`src/rtl/puf_eval_ctrl.sv`:
```
// Challenge-side controller for an arbiter/DAPUF: drives a challenge, fires the excitation
// lines REPEAT times, and returns a majority-voted response with a ones-count.
module puf_eval_ctrl #(
    parameter int unsigned CHAL_W     = 40,
    parameter int unsigned SETUP_CYC  = 4,
    parameter int unsigned SETTLE_CYC = 8,
    parameter int unsigned REPEAT     = 5,
    parameter int unsigned CNT_W      = 3
) (
    input  logic              clk_i,
    input  logic              rst_ni,
    input  logic              chal_valid_i,
    output logic              chal_ready_o,
    input  logic [CHAL_W-1:0] chal_data_i,
    output logic [CHAL_W-1:0] puf_challenge_o,
    output logic              puf_excite_l_o,
    output logic              puf_excite_r_o,
    input  logic              puf_response_i,
    output logic              resp_valid_o,
    input  logic              resp_ready_i,
    output logic              resp_bit_o,
    output logic [CNT_W-1:0]  resp_ones_o,
    output logic              resp_stable_o,
    output logic              busy_o
);

    localparam int unsigned PhMax = (SETUP_CYC > SETTLE_CYC) ? SETUP_CYC : SETTLE_CYC;
    localparam int unsigned PhW   = (PhMax > 1) ? $clog2(PhMax) : 1;

    localparam logic [PhW-1:0]   SetupLast  = PhW'(SETUP_CYC - 1);
    localparam logic [PhW-1:0]   SettleLast = PhW'(SETTLE_CYC - 1);
    localparam logic [CNT_W-1:0] EvalLast   = CNT_W'(REPEAT - 1);
    localparam logic [CNT_W-1:0] HalfRep    = CNT_W'(REPEAT / 2);
    localparam logic [CNT_W-1:0] AllOnes    = CNT_W'(REPEAT);

    localparam logic [1:0] StIdle = 2'd0;
    localparam logic [1:0] StLow  = 2'd1;
    localparam logic [1:0] StHigh = 2'd2;
    localparam logic [1:0] StDone = 2'd3;

    logic [1:0]        state_q, state_d;
    logic [PhW-1:0]    phase_q, phase_d;
    logic [CNT_W-1:0]  eval_q, eval_d;
    logic [CNT_W-1:0]  ones_q, ones_d;
    logic [CNT_W-1:0]  ones_sum;
    logic [CHAL_W-1:0] chal_q, chal_d;
    logic              excite_q, excite_d;
    logic              sync1_q, sync2_q;
    logic              rbit_q, rbit_d;
    logic [CNT_W-1:0]  rones_q, rones_d;
    logic              rstable_q, rstable_d;

    always_comb begin
        state_d   = state_q;
        phase_d   = phase_q;
        eval_d    = eval_q;
        ones_d    = ones_q;
        chal_d    = chal_q;
        rbit_d    = rbit_q;
        rones_d   = rones_q;
        rstable_d = rstable_q;
        ones_sum  = ones_q + CNT_W'(sync2_q);

        unique case (state_q)
            StIdle: begin
                if (chal_valid_i) begin
                    chal_d  = chal_data_i;
                    phase_d = '0;
                    eval_d  = '0;
                    ones_d  = '0;
                    state_d = StLow;
                end
            end
            StLow: begin
                if (phase_q == SetupLast) begin
                    phase_d = '0;
                    state_d = StHigh;
                end else begin
                    phase_d = phase_q + PhW'(1);
                end
            end
            StHigh: begin
                if (phase_q == SettleLast) begin
                    phase_d = '0;
                    ones_d  = ones_sum;
                    eval_d  = eval_q + CNT_W'(1);
                    if (eval_q == EvalLast) begin
                        // Results are latched once here and held until the next DONE entry.
                        rbit_d    = (ones_sum > HalfRep);
                        rones_d   = ones_sum;
                        rstable_d = (ones_sum == '0) || (ones_sum == AllOnes);
                        state_d   = StDone;
                    end else begin
                        state_d = StLow;
                    end
                end else begin
                    phase_d = phase_q + PhW'(1);
                end
            end
            StDone: begin
                if (resp_ready_i) begin
                    state_d = StIdle;
                end
            end
            default: state_d = StIdle;
        endcase

        excite_d = (state_d == StHigh);
    end

    always_ff @(posedge clk_i or negedge rst_ni) begin
        if (!rst_ni) begin
            state_q   <= StIdle;
            phase_q   <= '0;
            eval_q    <= '0;
            ones_q    <= '0;
            chal_q    <= '0;
            excite_q  <= 1'b0;
            sync1_q   <= 1'b0;
            sync2_q   <= 1'b0;
            rbit_q    <= 1'b0;
            rones_q   <= '0;
            rstable_q <= 1'b0;
        end else begin
            state_q   <= state_d;
            phase_q   <= phase_d;
            eval_q    <= eval_d;
            ones_q    <= ones_d;
            chal_q    <= chal_d;
            excite_q  <= excite_d;
            sync1_q   <= puf_response_i;
            sync2_q   <= sync1_q;
            rbit_q    <= rbit_d;
            rones_q   <= rones_d;
            rstable_q <= rstable_d;
        end
    end

    assign chal_ready_o    = (state_q == StIdle);
    assign busy_o          = (state_q != StIdle);
    assign resp_valid_o    = (state_q == StDone);
    assign puf_challenge_o = chal_q;
    assign puf_excite_l_o  = excite_q;
    assign puf_excite_r_o  = excite_q;
    assign resp_bit_o      = rbit_q;
    assign resp_ones_o     = rones_q;
    assign resp_stable_o   = rstable_q;

endmodule

```
`config.mk`:
```
export PLATFORM = sky130hd
export DESIGN_NAME = puf_eval_ctrl
export DESIGN_NICKNAME = d
export VERILOG_FILES = /design/src/rtl/puf_eval_ctrl.sv
export SDC_FILE = /design/constraint.sdc
export NUM_CORES = 1
export LEC_CHECK = 0
export ABC_AREA = 1
export CAP_MARGIN = 20
export CORE_UTILIZATION = 40
export DETAILED_ROUTE_END_ITERATION = 7
export PLACE_DENSITY = 0.75
export SYNTH_ARGS = -nofsm -noshare
export SYNTH_HDL_FRONTEND = slang
export SYNTH_SLANG_ARGS = --single-unit
export TNS_END_PERCENT = 100
```
`constraint.sdc`:
```
create_clock -name clk_i -period 1.4 [get_ports clk_i]
set_clock_uncertainty 0.05 [all_clocks]
set_input_delay 0.28 -clock clk_i [delete_from_list [all_inputs] [get_ports clk_i]]
set_output_delay 0.28 -clock clk_i [all_outputs]
set_load 0.05 [all_outputs]
```
Word level (Yosys, flattened, before mapping)
Index checks and enable logic that the tools add are counted.

storage, ports and cells
  memories kept = 0
  bits in latches = 0
  memory bits (read-only) = 0
  RAM bits = 0
  input bits = 45
  register bits after elaboration = 59
  output and inout bits = 50
  logic and storage cells = 49

cells by class
  equality and inequality tests = 10
  add/sub/neg operators = 3
  divide/modulo/power cells = 0
  multiply operators = 0
  $lt $le $gt $ge = 1
  shift-type cells = 0
  bitwise gates (word level) = 0
  muxes and demuxes = 14
  reductions and logical operators = 10

operators with widths
  cell                 number
  $mux 3               5
  $pmux 3 s2           2
  $mux 2               5
  $eq 3x3->1 const B   3
  $pmux 3 s3           1
  $pmux 2 s4           1
  $add 3x1->3 const B  2
  $eq 2x2->1 const B   3
  $reduce_and 3->1     2
  $ne 2x2->1 const B   2
  $reduce_and 2->1     2
  $reduce_bool 2->1    2
  $add 3x1->3          1
  $eq 3x2->1 const B   1
  $gt 3x2->1 const B   1
  $logic_not 3->1      1
  $reduce_bool 3->1    1
  $eq 2x1->1 const B   1
  $logic_not 2->1      1
  $logic_or 1x1->1     1

Longest topological paths before layout
  depth after elaboration = 5
  mapped depth = 9
  mapped depth without buffers = 9

Worst setup path after synthesis
OpenSTA, ideal clock, no wires.

  path kind = register to register
  start = register state_q[1]
  end = register eval_q[2]
  period minus slack after synthesis = 1,933 ps
  arrival time = 1,788 ps
  setup time = 95 ps
  cell stages (with the launch flop) = 9
  slack = -533 ps
  path buffers = 0
  cells stage by stage = dfrtp_1 -> inv_1 -> ha_1 -> inv_2 -> nor2_2 -> inv_2 -> nand2_2 -> nand2_1 -> o31ai_1

on the way
  word-level cells in the longest chain between the ends = 3
  elaborated cells on any way between the ends = 7

RTL lines
  what                                                              RTL line  text
  from (decl)                                                       41        logic [1:0] state_q, state_d;
  from (signal assigned)                                            113       state_q <= StIdle;
  from (signal assigned)                                            125       state_q <= state_d;
  $logic_not 2->1 *                                                 -
  via chal_ready_o                                                  13        output logic chal_ready_o,
  $ne 2x2->1 (no source line) or $reduce_bool 2->1 (tied branches)  -
  $reduce_and 3->1 (no source line)                                 -
  to (signal assigned)                                              127       eval_q <= eval_d;
  to (decl)                                                         43        logic [CNT_W-1:0] eval_q, eval_d;

The timed path passes the listed nets; every way through them passes the cells marked *.
A chain may end at the register's enable or synchronous reset.

Final worst setup path
  start = register state_q[1]
  end = output port chal_ready_o

on the way
  word-level cells in the longest chain between the ends = 1

RTL lines
  what             RTL line  text
  $logic_not 2->1  139       assign chal_ready_o = (state_q == StIdle);
  to (decl)        13

No other way between the ends.

==> key figures <==
Synth
  • Sequential area share after synthesis: 0.549
  • Mapped Area: ~2700 sq um
  • Post-synth cell types: 21
  • Syn Area/Cell: approximately 13 sq um
  • Ys Warns: 0
  • Synthesized flop and latch total: 59
  • Post-Syn Instances: 204
  • Synth Net Count: approximately 260

Die
  • Die H: around 84 microns
  • Total I/O pin count: 95
  • Initial Utilization: 0.419
  • Core area: 6420 sq um
  • Total die area: 7050 sq um
  • Die Width: ~84 microns
  • Site Rows: 29

Setup path
  • Crit Path Max Fanout: 3
  • Worst r2r dst: puf_challenge_o[5]$_DFFE_PN0P_
  • R2R cell count: 6
  • CP startpoint kind: flop
  • Reg2reg start: state_q[1]$_DFF_PN0_
  • Crit path kind: flop to output port
  • Worst path arrival time: between 1 and 1.5 ns
  • CP required: roughly 1.1 ns
  • CP Capture Type: output port
  • Setup slack, reg-to-reg: -0.21 ns

Place
  • Final HPWL DP: between 4000 and 5000 microns
  • Worst slack at placement: -0.233 ns
  • # port buffers: 94
  • Placed Cells: 394
  • GP Congestion: slightly above 0.8

Detailed routing
  • Detailed-route DRC error count: 16
  • Vias/cell: around 4.8
  • Met3 WL: approximately 430 microns
  • Count of TritonRoute iterations in the first routing pass: 6
  • WL met1: ~2500 microns
  • Met2 Routed Length: between 3000 and 4000 microns
  • DR vias: 2051
  • DR WL/cell: about 16 microns
  • Post-DRT Antenna Nets: 0
  • Routed wire length: approximately 6700 microns
  • Highest Signal Layer: met4
  • Drt initial violations: 63

Global route
  • Initial antenna violation count: 0
  • First-pass GRT wire length: 10500 microns
  • GR Overflow Total: 0
  • GRT Util Overall: 0.199
  • Largest net degree at the start of global routing: 60
  • Vias in the first global route: between 2000 and 2500

Timing
  • Slew HR: 0.795
  • Tmin final: ~1.6 ns
  • Max-slew violations: 0
  • Final setup viols: 60
  • Post-layout worst setup margin: -0.222 ns
  • Worst-Margin Slew: a little over 0.3 ns
  • Final hold vios: 0
  • Final period util: 1.16
  • Max Freq: about 0.6 GHz
  • Unrepaired setup endpoints after global routing: yes

Power
  • P_leak: 2.37 nW
  • Max VDD drop: between 1500 and 2000 uV
  • Pwr/cell area: approximately 2400 nW/um^2

CTS
  • Root buffer cell: clkbuf_8
  • CTS sink count: between 50 and 60
  • Clk slew on worst S/H paths: approximately 0.06 ns
  • Max Root-Sink Buffers: 2
  • H-tree depth: 3
  • Worst-skew pair later-pin latency: ~0.33 ns
  • TritonCTS clock tree: done
  • TritonCTS Buffers: 9

Layout
  • Share of cells above drive strength 1: 0.540
  • Nets: 400
  • Fillers: between 300 and 400
  • ANT cells: 0
  • Synth-to-Final Area Change: 85.2%
  • Non-Filler Instances: approximately 420

Status
  • Failing checks: design-rule violations, negative setup slack
  • Status: finished with violations

Flow run
  • Max-cap violations: 0

Hold path
  • Worst Hold Class: flop to flop
  • Hold-critical path endpoint: sync2_q$_DFF_PN0_
  • WHS Path Cells: 0
  • Hold Crit Start: sync1_q$_DFF_PN0_
metrics by stage:
stage                     cell area, sq um  total power, mW  TNS (ns)  hold slack, ns  utilization
final                                 4980             12.0     -9.69           0.299        0.776
after global routing                  4980             12.5    -11.68           0.317        0.776
after CTS                             4830             11.9     -6.56           0.302        0.752
after detailed placement              4420             10.1    -10.78           0.259        0.688
after global placement                4420             9.92     -9.62           0.258        0.688
after floorplan                       2710             6.43     -4.98         -0.0656            -
worst max-delay path by stage:
stage               slack [ns]            startpoint  depth (start not counted)                              end
finish                   -0.22  state_q[1]$_DFF_PN0_                          4                     chal_ready_o
global route             -0.27  state_q[0]$_DFF_PN0_                         10         puf_excite_l_o$_DFF_PN0_
CTS                      -0.22  state_q[1]$_DFF_PN0_                          5                           busy_o
detailed placement       -0.23          chal_valid_i                          4  puf_challenge_o[30]$_DFFE_PN0P_
global placement         -0.20          chal_valid_i                          4  puf_challenge_o[19]$_DFFE_PN0P_
floorplan                -0.10  state_q[1]$_DFF_PN0_                          7         puf_excite_l_o$_DFF_PN0_
registers in the layout (all words and copies together) (netlist names):
| name | count |
|---|---|
| resp_bit_o | 1 |
| resp_stable_o | 1 |
| puf_challenge_o | 40 |
| sync2_q | 1 |
| state_q | 2 |
| ones_q | 3 |
| puf_excite_l_o | 1 |
| eval_q | 3 |
| resp_ones_o | 3 |
| phase_q | 3 |
| sync1_q | 1 |
area by class of cell:
class                           instances  area, sq um  area share
Timing Repair Buffer                  131         1840       0.370
Sequential cell                        59         1480       0.296
Multi-Input combinational cell        123         1310       0.262
Clock buffer                           12          165      0.0332
Tap cell                               77         96.3      0.0193
Inverter                               17         68.8      0.0138
Clock inverter                          4         23.8     0.00477
worst max-delay path, stage by stage, from the launching register on:
cell and delay [ns]:
dfrtp_1 0.43, inv_2 0.08, ha_4 0.18, buf_4 0.14
buf_12 0.14
cell usage after synthesis:
master / n / area share
inv_2: 3 / 0.0042
o31ai_1: 1 / 0.0028
nor2_4: 1 / 0.0042
buf_4: 1 / 0.0028
inv_1: 14 / 0.020
o211ai_1: 1 / 0.0028
buf_6: 4 / 0.017
xnor2_1: 1 / 0.0033
ha_1: 14 / 0.065
nand3_1: 2 / 0.0037
o21ai_1: 5 / 0.0093
nor2_2: 1 / 0.0023
xor2_1: 2 / 0.0065
nor2_1: 10 / 0.014
nand2_2: 2 / 0.0047
o21ai_0: 3 / 0.0056
mux2_4: 40 / 0.22
nand2_1: 34 / 0.047
dfrtp_1: 59 / 0.55
o22ai_1: 3 / 0.0070
a21oi_1: 3 / 0.0056
logic make-up (layout without fill, tap and decap cells):
| family | after synthesis | in the layout | synth area share |
|---|---|---|---|
| DFF | 59 | 59 | 0.549 |
| and+or+nand+nor | 50 | 50 | 0.0763 |
| muxes | 40 | 40 | 0.223 |
| buffers and inverters | 22 | 164 | 0.0433 |
| AOI/OAI and AO/OA | 16 | 16 | 0.0330 |
| adders and majority gates | 14 | 14 | 0.0651 |
| xor gates and xnor gates | 3 | 3 | 0.00977 |
where the power goes:
| part | internal (mW) | switching, mW |
|---|---|---|
| combinational | 4.02 | 3.48 |
| clock | 0.780 | 0.651 |
| sequential | 2.34 | 0.734 |
| total | 7.14 | 4.87 |
layer usage:
metal | up-vias | global-route usage
met3 | 18 | 0.0841
met1 | 994 | 0.218
li1 | 948 | -
met5 | - | 0
met2 | 91 | 0.344
met4 | 0 | 0.0721
timing repair:
action                                  4_1_cts  5_1_grt
endpoints found under the setup margin       56       59
setup buffers                                 6        4
cloned                                        1        2
hold buffers                                  1        0
pin swaps                                     5       11
resized for setup                            35       22
hold endpoints to repair                     59        0
placed cells by master, fill, tap and decap left out, drive strengths merged:
| master | count |
|---|---|
| buf | 85 |
| dfrtp | 59 |
| clkdlybuf4s50 | 43 |
| mux2 | 40 |
| nand2 | 36 |
| inv | 17 |
| clkbuf | 14 |
| ha | 14 |
| nor2 | 12 |
| o21ai | 8 |
| clkinv | 4 |
| a21oi | 3 |
| o22ai | 3 |
| nand3 | 2 |
| xor2 | 2 |
| xnor2 | 1 |
| o31ai | 1 |
| o211ai | 1 |
| dlygate4sd3 | 1 |
Power figures use the tool's default switching activity.
